### src/rtl/stopwatch_pkg.sv
// Shared constants and BCD digit helpers for the stopwatch timekeeping core.
package stopwatch_pkg;

   localparam logic MODE_UP   = 1'b0;
   localparam logic MODE_DOWN = 1'b1;
   localparam logic SEL_SEC   = 1'b0;
   localparam logic SEL_MIN   = 1'b1;

   localparam logic [3:0] BCD_DIG_MAX = 4'd9;
   localparam logic [3:0] BCD_TEN_MAX = 4'd5;

   // Returns {carry, digit}; the digit wraps to 0 past max.
   function automatic logic [4:0] bcd_inc(input logic [3:0] d, input logic [3:0] max);
      if (d >= max) return {1'b1, 4'd0};
      else          return {1'b0, d + 4'd1};
   endfunction

   // Returns {borrow, digit}; the digit wraps to max below 0.
   function automatic logic [4:0] bcd_dec(input logic [3:0] d, input logic [3:0] max);
      if (d == 4'd0) return {1'b1, max};
      else           return {1'b0, d - 4'd1};
   endfunction

   function automatic logic [3:0] bcd_clamp(input logic [3:0] d, input logic [3:0] max);
      return (d > max) ? max : d;
   endfunction

endpackage

### src/rtl/tick_gen.sv
// Clock-enable divider: registered one-cycle tick every DIV clocks, realignable by restart.
module tick_gen #(
   parameter int unsigned DIV = 10
) (
   input  logic clk,
   input  logic rst,
   input  logic restart,
   output logic tick
);

   localparam int unsigned CW = (DIV > 1) ? $clog2(DIV) : 1;
   localparam logic [CW-1:0] LAST = CW'(DIV - 1);

   logic [CW-1:0] r_cnt;
   logic          r_tick;
   logic [CW-1:0] w_cnt_nxt;

   assign w_cnt_nxt = (restart || (r_cnt == LAST)) ? '0 : r_cnt + CW'(1);

   // Tick is registered from the next count so it is high while the count sits at LAST.
   always_ff @(posedge clk) begin
      if (rst) begin
         r_cnt  <= '0;
         r_tick <= 1'b0;
      end else begin
         r_cnt  <= w_cnt_nxt;
         r_tick <= (w_cnt_nxt == LAST);
      end
   end

   assign tick = r_tick;

endmodule

### src/rtl/stopwatch_core.sv
// BCD mm:ss up/down stopwatch core with preset load, countdown expiry and adjust mode.
// Lap capture is built only when STOPWATCH_LAP_EN is defined.
module stopwatch_core
   import stopwatch_pkg::*;
#(
   parameter int unsigned CLK_HZ     = 100_000_000,
   parameter int unsigned ADJ_HZ     = 2,
   parameter int unsigned MIN_DIGITS = 2,
   parameter int unsigned WRAP       = 1
) (
   input  logic                    clk,
   input  logic                    rst,
   input  logic                    pause_p,
   input  logic                    adj,
   input  logic                    sel,
   input  logic                    mode,
   input  logic                    load,
   input  logic [4*MIN_DIGITS-1:0] preset_min,
   input  logic [7:0]              preset_sec,
   input  logic                    lap_p,
   output logic [4*MIN_DIGITS-1:0] minutes,
   output logic [7:0]              seconds,
   output logic                    running,
   output logic                    expired,
   output logic                    lap_valid,
   output logic [4*MIN_DIGITS-1:0] lap_min,
   output logic [7:0]              lap_sec
);

   localparam int unsigned MW      = 4 * MIN_DIGITS;
   localparam int unsigned ADJ_DIV = (CLK_HZ / ADJ_HZ > 0) ? CLK_HZ / ADJ_HZ : 1;

   logic [MW-1:0] r_min;
   logic [7:0]    r_sec;
   logic          r_running;
   logic          r_expired;
   logic          r_adj_d;

   logic          w_cnt_tick;
   logic          w_adj_tick;
   logic [7:0]    w_sec_inc;
   logic [7:0]    w_sec_dec;
   logic          w_sec_cy;
   logic          w_sec_bw;
   logic [MW-1:0] w_min_inc;
   logic [MW-1:0] w_min_dec;
   logic          w_min_cy;
   logic [MW-1:0] w_pre_min;
   logic [7:0]    w_pre_sec;
   logic          w_at_zero;
   logic          w_pause_ok;
   logic          w_start;

   assign w_at_zero  = (r_min == '0) && (r_sec == 8'h00);
   assign w_pause_ok = pause_p && !load && !adj && !((mode == MODE_DOWN) && w_at_zero);
   assign w_start    = w_pause_ok && !r_running;

   tick_gen #(.DIV(CLK_HZ)) u_cnt_tick (
      .clk     (clk),
      .rst     (rst),
      .restart (w_start),
      .tick    (w_cnt_tick)
   );

   // Realigned on entry to adjust mode so the first step is a full period away.
   tick_gen #(.DIV(ADJ_DIV)) u_adj_tick (
      .clk     (clk),
      .rst     (rst),
      .restart (adj && !r_adj_d),
      .tick    (w_adj_tick)
   );

   always_comb begin
      logic [4:0] v_lo;
      logic [4:0] v_hi;
      v_lo      = bcd_inc(r_sec[3:0], BCD_DIG_MAX);
      v_hi      = v_lo[4] ? bcd_inc(r_sec[7:4], BCD_TEN_MAX) : {1'b0, r_sec[7:4]};
      w_sec_inc = {v_hi[3:0], v_lo[3:0]};
      w_sec_cy  = v_hi[4];
      v_lo      = bcd_dec(r_sec[3:0], BCD_DIG_MAX);
      v_hi      = v_lo[4] ? bcd_dec(r_sec[7:4], BCD_TEN_MAX) : {1'b0, r_sec[7:4]};
      w_sec_dec = {v_hi[3:0], v_lo[3:0]};
      w_sec_bw  = v_hi[4];
   end

   // Ripple carry/borrow across minute digits; all-nines carries out to zero.
   always_comb begin
      logic       v_c;
      logic       v_b;
      logic [4:0] v_r;
      w_min_inc = r_min;
      w_min_dec = r_min;
      v_c       = 1'b1;
      v_b       = 1'b1;
      v_r       = '0;
      for (int i = 0; i < MIN_DIGITS; i++) begin
         if (v_c) begin
            v_r                 = bcd_inc(r_min[4*i +: 4], BCD_DIG_MAX);
            w_min_inc[4*i +: 4] = v_r[3:0];
            v_c                 = v_r[4];
         end
         if (v_b) begin
            v_r                 = bcd_dec(r_min[4*i +: 4], BCD_DIG_MAX);
            w_min_dec[4*i +: 4] = v_r[3:0];
            v_b                 = v_r[4];
         end
      end
      w_min_cy = v_c;
   end

   always_comb begin
      w_pre_min = '0;
      for (int i = 0; i < MIN_DIGITS; i++)
         w_pre_min[4*i +: 4] = bcd_clamp(preset_min[4*i +: 4], BCD_DIG_MAX);
      w_pre_sec = {bcd_clamp(preset_sec[7:4], BCD_TEN_MAX), bcd_clamp(preset_sec[3:0], BCD_DIG_MAX)};
   end

   always_ff @(posedge clk) begin
      if (rst) begin
         r_min     <= '0;
         r_sec     <= '0;
         r_running <= 1'b0;
         r_expired <= 1'b0;
         r_adj_d   <= 1'b0;
      end else begin
         r_adj_d <= adj;
         if (load) begin
            r_min     <= w_pre_min;
            r_sec     <= w_pre_sec;
            r_running <= 1'b0;
            r_expired <= 1'b0;
         end else if (adj) begin
            r_running <= 1'b0;
            if (w_adj_tick && r_adj_d) begin
               if (sel == SEL_SEC) r_sec <= w_sec_inc;
               else                r_min <= w_min_inc;
            end
         end else begin
            if (w_pause_ok) begin
               r_running <= !r_running;
               if (!r_running) r_expired <= 1'b0;
            end
            // Step decisions use the pre-toggle running and override the toggle when they stop.
            if (r_running && w_cnt_tick) begin
               if (mode == MODE_UP) begin
                  if (w_sec_cy && w_min_cy && (WRAP == 0)) begin
                     r_running <= 1'b0;
                  end else begin
                     r_sec <= w_sec_inc;
                     if (w_sec_cy) r_min <= w_min_inc;
                  end
               end else if (w_at_zero) begin
                  r_expired <= 1'b1;
                  r_running <= 1'b0;
               end else begin
                  r_sec <= w_sec_dec;
                  if (w_sec_bw) r_min <= w_min_dec;
                  if ((r_min == '0) && (r_sec == 8'h01)) begin
                     r_expired <= 1'b1;
                     r_running <= 1'b0;
                  end
               end
            end
         end
      end
   end

   assign minutes = r_min;
   assign seconds = r_sec;
   assign running = r_running;
   assign expired = r_expired;

`ifdef STOPWATCH_LAP_EN
   logic          r_lap_valid;
   logic [MW-1:0] r_lap_min;
   logic [7:0]    r_lap_sec;

   always_ff @(posedge clk) begin
      if (rst || load) begin
         r_lap_valid <= 1'b0;
         r_lap_min   <= '0;
         r_lap_sec   <= '0;
      end else if (lap_p) begin
         r_lap_valid <= 1'b1;
         r_lap_min   <= r_min;
         r_lap_sec   <= r_sec;
      end
   end

   assign lap_valid = r_lap_valid;
   assign lap_min   = r_lap_min;
   assign lap_sec   = r_lap_sec;
`else
   logic w_unused_lap;
   assign w_unused_lap = lap_p;
   assign lap_valid    = 1'b0;
   assign lap_min      = '0;
   assign lap_sec      = '0;
`endif

endmodule
### config.mk
export PLATFORM = sky130hd
export DESIGN_NAME = stopwatch_core
export DESIGN_NICKNAME = d
export VERILOG_FILES = /design/src/rtl/stopwatch_pkg.sv /design/src/rtl/tick_gen.sv /design/src/rtl/stopwatch_core.sv
export SDC_FILE = /design/constraint.sdc
export NUM_CORES = 1
export LEC_CHECK = 0
export BUFFER_PORTS_ARGS = -buffer_cell sky130_fd_sc_hd__buf_2
export CAP_MARGIN = 20
export CORE_MARGIN = 3
export CORE_UTILIZATION = 55
export DETAILED_ROUTE_END_ITERATION = 10
export PLACE_DENSITY = 0.88
export SLEW_MARGIN = 20
export SYNTH_ARGS = -nofsm -noshare
export SYNTH_HDL_FRONTEND = slang
export SYNTH_SLANG_ARGS = --single-unit
### constraint.sdc
create_clock -name clk -period 8.3 [get_ports clk]
set_clock_uncertainty 0.05 [all_clocks]
set_input_delay 1.245 -clock clk [delete_from_list [all_inputs] [get_ports clk]]
set_output_delay 1.245 -clock clk [all_outputs]
set_load 0.02 [all_outputs]
# [Word level (Yosys, flattened, before mapping)]
# Cells that the tools add are included.
[totals] ff_bits=74 wordCells=117 out_inout_bits=35
[classes] magnitude_cmp=8 add_sub_neg=10 eq_ne=12 n_reduce_logical=31 n_mux=45
[ops] cell="$mux 8" n=16
[ops] cell="$eq 27x27->1 const B" n=2
[ops] cell="$eq 26x26->1 const B" n=2
[ops] cell="$mux 5" n=8
[ops] cell="$mux 4" n=8
[ops] cell="$add 27x1->27 const B" n=1
[ops] cell="$mux 27" n=1
[ops] cell="$add 26x1->26 const B" n=1
[ops] cell="$mux 26" n=1
[ops] cell="$add 4x1->4 const B" n=4
[ops] cell="$logic_not 4->1" n=4
[ops] cell="$logic_not 8->1" n=2
[ops] cell="$sub 4x1->4 const B" n=4
[ops] cell="$ge 4x4->1 const B" n=3
[ops] cell="$gt 4x4->1 const B" n=3
[ops] cell="$ne 4x2->1 const B" n=3
[ops] cell="$mux 1" n=11
[ops] cell="$logic_and 1x1->1" n=10
[ops] cell="$eq 8x1->1 const B" n=1
[ops] cell="$reduce_and 7->1" n=1
[ops] cell="$ne 3x1->1 const B" n=2
[ops] cell="$reduce_and 6->1" n=1
[ops] cell="$logic_not 1->1" n=5
[ops] cell="$reduce_and 5->1" n=1
[ops] cell="other kinds (10)" n=11

# [Depth between registers and ports, before layout]
# Gate-level depths: netlist of run 1.
[logic_depth] word_depth=10 mapped_depth=11

# [By module]
# A second synthesis of run 1 with hierarchy kept.
[unflattened] hier_cells=630 hier_area_um2=5094.9
[modules_own_cells] module="stopwatch_core" n_inst=1 area_per_inst_um2=2105.8 cells_per_inst=271
[modules_own_cells] module="tick_gen (u_cnt_tick)" n_inst=1 area_per_inst_um2=1521.5 cells_per_inst=189
[modules_own_cells] module="tick_gen (u_adj_tick)" n_inst=1 area_per_inst_um2=1467.7 cells_per_inst=170

# [Least setup slack after synthesis of run 1]
# Ideal clock, no wire load.
[synth_timing] path_kind="in2reg" from="input port mode" to="register u_cnt_tick.r_tick (netlist: u_cnt_tick.tick)" setup_time_ps=88 setup_slack_ps=5101 t_arrival_ps=3061 path_stages=9 cell_sequence="nor4bb_1 nand4_1 nand3_1 inv_1 ha_1 or3_1 clkbuf_1 or3_1 nor4_2"
[synth_between] elab_chain_len=7
[synth_rtl] element="start, declared" line_no="stopwatch_core.sv:16" rtl="input logic mode,"
[synth_rtl] element="$logic_and 1x1->1" line_no="stopwatch_core.sv:55" rtl="assign w_pause_ok = pause_p && !load && !adj && !((mode == MODE_DOWN) && w_at_zero);"
[synth_rtl] element="$logic_not 1->1" line_no="stopwatch_core.sv:55"
[synth_rtl] element="$logic_and 1x1->1" line_no="stopwatch_core.sv:55"
[synth_rtl] element="$logic_and 1x1->1" line_no="stopwatch_core.sv:56" rtl="assign w_start = w_pause_ok && !r_running;"
[synth_rtl] element="$logic_or 1x1->1" line_no="tick_gen.sv:18" rtl="assign w_cnt_nxt = (restart || (r_cnt == LAST)) ? '0 : r_cnt + CW'(1);"
[synth_rtl] element="$mux 27" line_no="tick_gen.sv:18"
[synth_rtl] element="$eq 27x27->1" line_no="tick_gen.sv:27" rtl="r_tick <= (w_cnt_nxt == LAST);"
[synth_rtl] element="end signal, assigned" line_no="tick_gen.sv:27"
[synth_rtl] element="end, declared" line_no="tick_gen.sv:15" rtl="logic r_tick;"
# No other way between the ends.
# A chain may end at the register's enable or synchronous reset.

# [Worst setup path in the final report of run 1]
# Same ends and word-level chain as after synthesis.

==> flow_summary.toml, run 1 <==
[global_route]
grt_usage = 0.2225
grt_first_pass_wirelength_mm = 18.78
grt_pass1_vias = 4195
grt_start_max_net_pins = 33
antenna_found_initial = 0
grt-ovfl-total = 0

[worst_hold_path]
hold_path_class = "reg -> reg"

[sta]
slew_violations = 0
max_freq_mhz = 269.3
rsz0062_at_grt = "false"
hold_violations = 0
period_needed_ns = 3.713
fin_hold_ws_ns = 0.4315
worst_slew_pin_slew_ns = 1.086
fin_setup_tns_ns = 0
max_slew_margin = 0.2729
setup_viol = 0
min_period_over_period = 0.4473

[cts]
cts_setup_buffers = 0
clk_latency_ns = 0.34
htree_levels = 3
cts_sinks = 74
cts_tree = "built"
path_clk_slew_ns = 0.07
cts_hold_buf = 0
cts_buffers = 9
cts_max_path_buffers = 2
cts-resized-gates = 0
root_buffer = "clkbuf_8"

[critical_path]
endpoint_kind = "flip-flop"
worstPathArrival_ns = 3.91
worstReg2RegEnd = "u_cnt_tick.tick"
endpoint = "u_cnt_tick.tick"
required_ns = 8.50
start_kind = "input port"
cp_max_fo = 27
critPathLaunch = "mode"
reg2reg_slack_ns = 4.67
path_class = "in -> reg"
r2r-start = "seconds[0]"
reg2regPathDepth = 10

[floorplanning]
die_area_sq_um = 9895
initial_utilization = 0.5762
die_h_um = 99.48
fp.dieW_um = 99.48
fp-row-count = 33
ios = 59
core_sq_um = 8341

[detailed_routing]
drc = 0
via_per_inst = 6.082
detail_route.first_pass.iterations = 5
post_drt_wl_per_cell_um = 14.80
drtIter0Drc = 364
vias = 4507
routed_wl_mm = 10.96
ant_nets = 0

[synth]
netlist_area_sq_um = 4806
syn_avg_cell_area_sq_um = 7.891
ys_async_sr_fraction = 0
synthFlopType = "dfxtp_1"
synthesis.yosys.warnings = 0
synth_area_leader_cell = "dfxtp_1"
synth-edff-count = 0
synth_most_common_cell = "nor2_1"
netlist.area_leader.share = 0.3083
synthCells = 609
synth_commonest_cells = "nor2_1 (80), dfxtp_1 (74), nand2_1 (32)"
synth_seq_area_share = 0.3083
synth.distinct_cells = 68
ys_seq_elements = 74
yosys-top-cells-area = "dfxtp_1 (31%), nor2_1 (6.2%), xnor2_1 (5.1%), xor2_1 (4.6%), ha_1 (3.9%)"

[pwr]
powerDensity_nw_per_um2 = 143.4
ir_worst_vdd_mv = 0.06919
p_leak_nw = 1.872
power_mw = 0.7351

[finish]
area_delta_synth_final_pct = 6.691
drive_above_1_share = 0.1211
antenna_cells = 0
nFillCells = 712
seq_area_sq_um = 1481
multi_input_area_sq_um = 3035
final_nets = 671

[status]
outcome = "finished clean"

[place]
io_buffer_count = 40
dp_hpwl_mm = 7.928
gp_congestion = 0.9514

[run]
maxCapViolCount = 0
## report_power, final
| part | leakage, nW | switching (mW) | internal (mW) |
|---|---|---|---|
| Clock | 0.0920 | 0.125 | 0.122 |
| Sequential | 0.600 | 0.0140 | 0.363 |
| Combinational | 1.18 | 0.0713 | 0.0400 |
## metal layers
| metal | track usage | up-vias | part of all wire |
|---|---|---|---|
| li1 | - | 2196 | - |
| met1 | 0.2915 | 2132 | 0.44 |
| met2 | 0.3791 | 167 | 0.48 |
| met3 | 0.03086 | 12 | 0.061 |
| met4 | 0.06933 | 0 | 0.010 |
| met5 | 0 | - | 0 |
## worst max-delay path, cell delays in order
cell      delay, ns
buf_2          0.16
nor4bb_1       0.40
nand4_1        0.26
nand3_1        0.19
inv_1          0.05
ha_1           0.18
or3_1          0.74
or3_1          0.52
nor4_2         0.14
## kinds of logic (layout without fill, tap and decap cells)
| logic type | after synthesis | in the layout | share of synthesized area |
|---|---|---|---|
| XOR/XNOR | 53 | 53 | 0.09659 |
| AND/OR/NAND/NOR | 278 | 278 | 0.3202 |
| AO/OA/AOI/OAI | 113 | 113 | 0.1547 |
| adder cells (fa/ha/maj) | 15 | 15 | 0.03905 |
| flip-flops | 74 | 74 | 0.3083 |
| other | 1 | 17 | 0.0007803 |
| multiplexers | 3 | 3 | 0.007809 |
| buffers and inverters | 72 | 83 | 0.07264 |
## layout make-up
type | instances | share of cell area
Inverter | 27 | 0.01977
Tap cell | 105 | 0.02562
Multi-Input combinational cell | 479 | 0.5920
Clock inverter | 3 | 0.002928
Timing Repair Buffer | 41 | 0.04051
Sequential cell | 74 | 0.2889
Clock buffer | 12 | 0.03026
## how the worst min path moves through the flow
stage                         from                   to  depth (start not counted)
4_1_cts        u_cnt_tick.r_cnt[0]  u_cnt_tick.r_cnt[0]                          1
2_1_floorplan  u_cnt_tick.r_cnt[0]  u_cnt_tick.r_cnt[0]                          1
3_5_place_dp   u_cnt_tick.r_cnt[0]  u_cnt_tick.r_cnt[0]                          1
6_report       u_cnt_tick.r_cnt[0]  u_cnt_tick.r_cnt[0]                          1
3_3_place_gp   u_cnt_tick.r_cnt[0]  u_cnt_tick.r_cnt[0]                          1
5_1_grt        u_cnt_tick.r_cnt[0]  u_cnt_tick.r_cnt[0]                          1
## sequential cells by signal (all words and copies together), names as in the netlist
register,flops
running,1
r_adj_d,1
u_cnt_tick.r_cnt,27
seconds,8
expired,1
u_cnt_tick.tick,1
u_adj_tick.r_cnt,26
minutes,8
u_adj_tick.tick,1
## metrics by stage
| stage | setup slack (ns) | utilization | cell area [sq um] | instances |
|---|---|---|---|---|
| after floorplan | 5.101 | - | 4866 | 625 |
| after global placement | 4.418 | 0.5944 | 4957 | 726 |
| after detailed placement | 4.365 | 0.5944 | 4957 | 726 |
| after CTS | 4.620 | 0.6148 | 5127 | 741 |
| after global routing | 4.376 | 0.6148 | 5127 | 741 |
| final | 4.587 | 0.6148 | 5127 | 741 |
## placed cells by master (no fill, tap or decap), types with 4 or more instances in the layout
cell type / Yosys / routed
o21ai_0: 18 / 18
nand2_1: 32 / 32
or3_1: 9 / 9
xnor2_1: 28 / 28
ha_1: 15 / 15
o22ai_1: 4 / 4
nor3b_1: 6 / 6
nand3b_1: 4 / 4
a211oi_1: 13 / 13
nand4_1: 20 / 20
a31oi_1: 8 / 8
buf_2: 7 / 40
dfxtp_1: 74 / 74
a21oi_1: 30 / 30
inv_1: 27 / 27
nand3_1: 31 / 31
nor4_1: 11 / 11
or4_1: 5 / 5
or2_2: 5 / 5
xor2_1: 25 / 25
o31ai_1: 5 / 5
nand2b_1: 10 / 10
nor3_1: 19 / 19
nor2b_1: 11 / 11
and3_1: 7 / 7
nor2_1: 80 / 80
conb_1: 1 / 17
clkbuf_8: 0 / 11
Note: power is estimated with default switching activity, not from simulation.
==> run 2: changes to the inputs <==
Clock period 8.3 ns to 3.61 ns, I/O delays scaled along.
==> run 2 against run 1 <==
Worst hold slack improved by 0.00087 ns. Die area stayed put. Final cell count increased by 0.40%. Critical path depth is 1 higher. Sequential power up 130%.
==> flow_summary.toml, run 2 (same netlist as run 1, synthesis figures left out) <==
[status]
outcome = "finished clean"

[finish]
final_common_cell = "nor2_1"
area_delta_synth_final_pct = 7.550
final_nets = 673
largestRegisters = "u_cnt_tick.r_cnt x27, u_adj_tick.r_cnt x26"
drive_above_1_share = 0.1283
layout.cells.non_filler = 744
nFillCells = 690
largest_reg_flops = 27
antenna_cells = 0
final_cell_mix = "nor2_1 (80), dfxtp_1 (74), buf_2 (40), nand2_1 (32), nand3_1 (31)"
regMostFlops = "u_cnt_tick.r_cnt"

[detailed_routing]
drc = 0
drtIter0Drc = 435
post_drt_wl_per_cell_um = 14.59
vias = 4513
ant_nets = 0
via_per_inst = 6.066
routed_wl_mm = 10.85
detail_route.first_pass.iterations = 5

[cts]
htree_levels = 3
cts-resized-gates = 0
cts_hold_buf = 0
cts_buffers = 9
root_buffer = "clkbuf_8"
cts_tree = "built"
cts_max_path_buffers = 2
cts_sinks = 74
path_clk_slew_ns = 0.08
cts_setup_buffers = 0
clk_latency_ns = 0.35

[global_route]
grt_start_max_net_pins = 33
grt_usage = 0.2205
antenna_found_initial = 0
grt-ovfl-total = 0
grt_pass1_vias = 4112
grt_first_pass_wirelength_mm = 18.43

[critical_path]
path_class = "reg -> reg"
required_ns = 3.83
path_buf_inv = 2
crit_chain = "inv_1 > ha_1 > nor3b_1 > nand4_1 > nand3_1 > inv_1 > ha_1 > or3_1 > or3_1 > nor4_2"
endpoint_kind = "flip-flop"
critPathSlowestCell = "nor3b_1"
crit_family = "simple AND/OR/NAND/NOR gates"
start_kind = "flip-flop"
cp_max_fo = 8
max_stage_delay_ns = 0.52
worstPathArrival_ns = 3.28

[place]
gp_congestion = 0.9657
placed_cells = 728
dp_hpwl_mm = 7.744
io_buffer_count = 40

[pwr]
power_mw = 1.735
powerDensity_nw_per_um2 = 335.6
ir_worst_vdd_mv = 0.1396
p_leak_nw = 1.884

[sta]
max_slew_margin = 0.5120
min_period_over_period = 0.8490
period_needed_ns = 3.065
hold_violations = 0
worst_slew_pin_slew_ns = 0.7264
rsz0062_at_grt = "false"
max_freq_mhz = 326.3
fin_setup_tns_ns = 0
slew_violations = 0
setup_viol = 0

[floorplanning]
fp.dieW_um = 99.48
initial_utilization = 0.5762
die_h_um = 99.48
fp-row-count = 33
core_sq_um = 8341
ios = 59
die_area_sq_um = 9895

[run]
maxCapViolCount = 0

[worst_hold_path]
hold_path_class = "reg -> reg"
[run 2: cell count changes in the layout (fill, tap and decap cells not counted)]
| cell | delta |
|---|---|
| buf_4 | +2 |
| a31oi_1 | -1 |
| a31oi_2 | +1 |
| clkbuf_1 | -1 |
| clkinv_2 | -1 |
| clkbuf_8 | +1 |
| clkinvlp_4 | +2 |
[run 2: final cells by class]
type	instances	area, sq um	share of cell area
multi-input cells	479	3042	0.5885
clock inverters	4	25.02	0.004841
clock buffers	12	165.2	0.03195
repair buffers	43	222.7	0.04309
well taps	105	131.4	0.02542
flip-flops and latches	74	1481	0.2866
inverters	27	101.3	0.01961
[run 2: power breakdown]
group | internal (mW) | leakage [nW] | switching [mW]
Sequential | 0.834 | 0.600 | 0.0311
Clock | 0.304 | 0.0944 | 0.305
Combinational | 0.0950 | 1.19 | 0.166
Total | 1.23 | 1.88 | 0.503
[run 2: per-stage QoR]
step | instance area, sq um | utilization | setup WS (ns) | hold slack [ns]
2_1_floorplan | 4866 | - | 0.7253 | 0.3838
4_1_cts | 5162 | 0.6190 | 0.6153 | 0.4316
5_1_grt | 5169 | 0.6197 | 0.3012 | 0.4663
6_report | 5169 | 0.6197 | 0.5452 | 0.4324
3_3_place_gp | 4972 | 0.5962 | 0.7973 | 0.3993
3_5_place_dp | 4972 | 0.5962 | 0.6649 | 0.4135
[run 2: path summary, 6_finish.rpt]
kind                            cells past startpoint                  end                start  slack, ns
worst min-delay path                                1  u_cnt_tick.r_cnt[0]  u_cnt_tick.r_cnt[0]       0.43
worst max-delay path                               10      u_cnt_tick.tick           seconds[4]       0.55
worst max register to register                     10      u_cnt_tick.tick           seconds[4]       0.55
worst min register to register                      1  u_cnt_tick.r_cnt[0]  u_cnt_tick.r_cnt[0]       0.43
[run 2: layer usage]
layer | global-route usage | wire [um] | vias up
met5 | 0 | 0 | -
met4 | 0.08298 | 112 | 0
met3 | 0.03927 | 785 | 14
met2 | 0.3580 | 5160 | 186
met1 | 0.2927 | 4793 | 2110
li1 | - | - | 2203
==> run 3: changes to the inputs <==
Settings changed: ABC_AREA from default to 1.
Clock period 3.61 ns to 3.2 ns, I/O delays scaled along.
==> run 3 against run 2 <==
Die area rose by 3.0%. Combinational power rose by 47%. Sequential power rose by 13%. Utilization fell by 0.48 points. Via count rose by 12%. Global-route usage rose by 1.0 points. First-iteration DRC count fell by 15%. Sequential cell count did not move. Sequential share of layout area fell by 1.0 points. Clock-buffer cell count fell by 1. Routed wire length rose by 7.0%.
==> flow_summary.toml, run 3 <==
[status]
outcome = "finished clean"

[synth]
syn_avg_cell_area_sq_um = 6.192
ys_seq_elements = 74
synth_seq_area_share = 0.2987
ys_async_sr_fraction = 0
synth_most_common_cell = "nand2_1"
synthCells = 801
yosys-top-cells-area = "dfxtp_1 (30%), nand2_1 (14%), nor2_1 (12%), inv_1 (7.3%), nand3_1 (6.4%)"
synthesis.yosys.warnings = 0
netlist.area_leader.share = 0.2987
synth.distinct_cells = 39
synth_commonest_cells = "nand2_1 (187), nor2_1 (159), inv_1 (97)"
synth-edff-count = 0
synth_area_leader_cell = "dfxtp_1"
netlist_area_sq_um = 4960
synthFlopType = "dfxtp_1"

[floorplanning]
die_h_um = 101.0
fp.dieW_um = 101.0
core_sq_um = 8721
ios = 59
fp-row-count = 34
die_area_sq_um = 10190
initial_utilization = 0.5687

[critical_path]
crit_family = "simple AND/OR/NAND/NOR gates"
crit_chain = "inv_1 > ha_1 > inv_1 > nor2_1 > nand2_1 > nor2_1 > a21oi_1 > ha_1 > inv_1 > nand2_1 > inv_1 > nand2_2 > buf_4 > a21oi_1"
cp_max_fo = 11
max_stage_delay_ns = 0.47
path_class = "reg -> reg"
endpoint_kind = "flip-flop"
worstPathArrival_ns = 2.90
reg2reg_slack_ns = 0.48
path_buf_inv = 5
cp_common_cell = "inv_1"
required_ns = 3.38
critPathSlowestCell = "dfxtp_1"
start_kind = "flip-flop"

[place]
pre_cts_slack_ns = 0.5086
gp_congestion = 0.9574
io_buffer_count = 40
dp_hpwl_mm = 8.879

[finish]
regMostFlops = "u_cnt_tick.r_cnt"
final_nets = 881
largestRegisters = "u_cnt_tick.r_cnt x27, u_adj_tick.r_cnt x26"
area_delta_synth_final_pct = 8.123
final_cell_mix = "nand2_1 (187), nor2_1 (159), inv_1 (97), dfxtp_1 (74), nand3_1 (63)"
final_common_cell = "nand2_1"
antenna_cells = 0
nFillCells = 824
largest_reg_flops = 27
drive_above_1_share = 0.09102

[pwr]
p_leak_nw = 2.253
powerDensity_nw_per_um2 = 373.6
ir_worst_vdd_mv = 0.1891
power_mw = 2.004

[global_route]
grt_pass1_vias = 4508
grt-ovfl-total = 0
antenna_found_initial = 0
grt_start_max_net_pins = 26
grt_usage = 0.2309
grt_first_pass_wirelength_mm = 19.58

[detailed_routing]
drc = 0
via_per_inst = 5.282
ant_nets = 0
vias = 5039
post_drt_wl_per_cell_um = 12.17
drtIter0Drc = 371
detail_route.first_pass.iterations = 5
routed_wl_mm = 11.61

[sta]
worst_slew_pin_slew_ns = 0.8427
fin_setup_tns_ns = 0
rsz0062_at_grt = "false"
worst_slack_ns = 0.4788
max_slew_margin = 0.4368
max_freq_mhz = 367.5
hold_violations = 0
setup_viol = 0
period_needed_ns = 2.721
min_period_over_period = 0.8504
slew_violations = 0

[cts]
cts_max_path_buffers = 2
cts-resized-gates = 0
root_buffer = "clkbuf_8"
htree_levels = 3
cts_setup_buffers = 0
cts_hold_buf = 0
cts_tree = "built"
clk_latency_ns = 0.34
cts_sinks = 74
cts_buffers = 9
path_clk_slew_ns = 0.08

[worst_hold_path]
hold_path_class = "in -> reg"

[run]
maxCapViolCount = 0
==> run 3: cell count changes after synthesis, sizes merged, moves of 12 or more <==
cell | previous run | this run
o21ai | 19 | 38
nand3 | 31 | 63
nand2 | 33 | 191
nor2 | 80 | 168
inv | 27 | 100
clkbuf | 19 | 7
nor4 | 14 | 1
xnor2 | 28 | 7
==> run 3: tightest hold or removal path, delay by kind of cell <==
family / cells / cell delay (ns)
buffers and inverters: 1 / 0.09
AOI/OAI and AO/OA: 2 / 0.20
==> run 3: cell families after synthesis <==
family / synth area share
fa+ha+maj: 0.03784
other cells: 0.0007561
buf+inv: 0.1113
flops: 0.2987
compound gates: 0.1039
simple gates: 0.3963
xor+xnor: 0.05121
==> run 3: area by class of cell <==
type	count	area, sq um	area share
multi-input combinational	615	2987	0.5569
sequential	74	1481	0.2762
timing repair buffer	42	215.2	0.04013
tap	108	135.1	0.02520
clock inverter	4	27.53	0.005133
clock buffer	11	141.4	0.02636
inverter	100	375.4	0.07000
==> run 3: final timing paths <==
path / startpoint / end / cells past startpoint
worst max-delay path: seconds[0] / u_cnt_tick.r_cnt[3] / 14
worst min-delay path: preset_sec[1] / seconds[1] / 3
worst max register to register: seconds[0] / u_cnt_tick.r_cnt[3] / 14
worst min register to register: u_cnt_tick.r_cnt[0] / u_cnt_tick.r_cnt[0] / 1
==> run 3: report_power, final <==
| group | switching [mW] | total [mW] | leakage, nW | internal (mW) |
|---|---|---|---|---|
| Combinational | 0.259 | 0.383 | 1.56 | 0.124 |
| Sequential | 0.0347 | 0.981 | 0.601 | 0.947 |
| Clock | 0.338 | 0.639 | 0.0895 | 0.301 |
| Total | 0.632 | 2.00 | 2.25 | 1.37 |
==> run 3: metal layers <==
layer	global-route usage	routed length [um]	vias up
met5	0	0	-
met4	0.07055	176	0
met3	0.03668	798	18
met2	0.3899	5293	186
met1	0.3026	5342	2228
li1	-	-	2607
==> run 3: through the flow <==
stage,std cells,utilization,hold slack [ns],instance area [sq um]
CTS,954,0.6149,0.3966,5363
global placement,939,0.5956,0.3924,5194
global route,954,0.6149,0.4121,5363
floorplan,817,-,0.3797,5020
finish,954,0.6149,0.4084,5363
detailed placement,939,0.5956,0.4084,5194
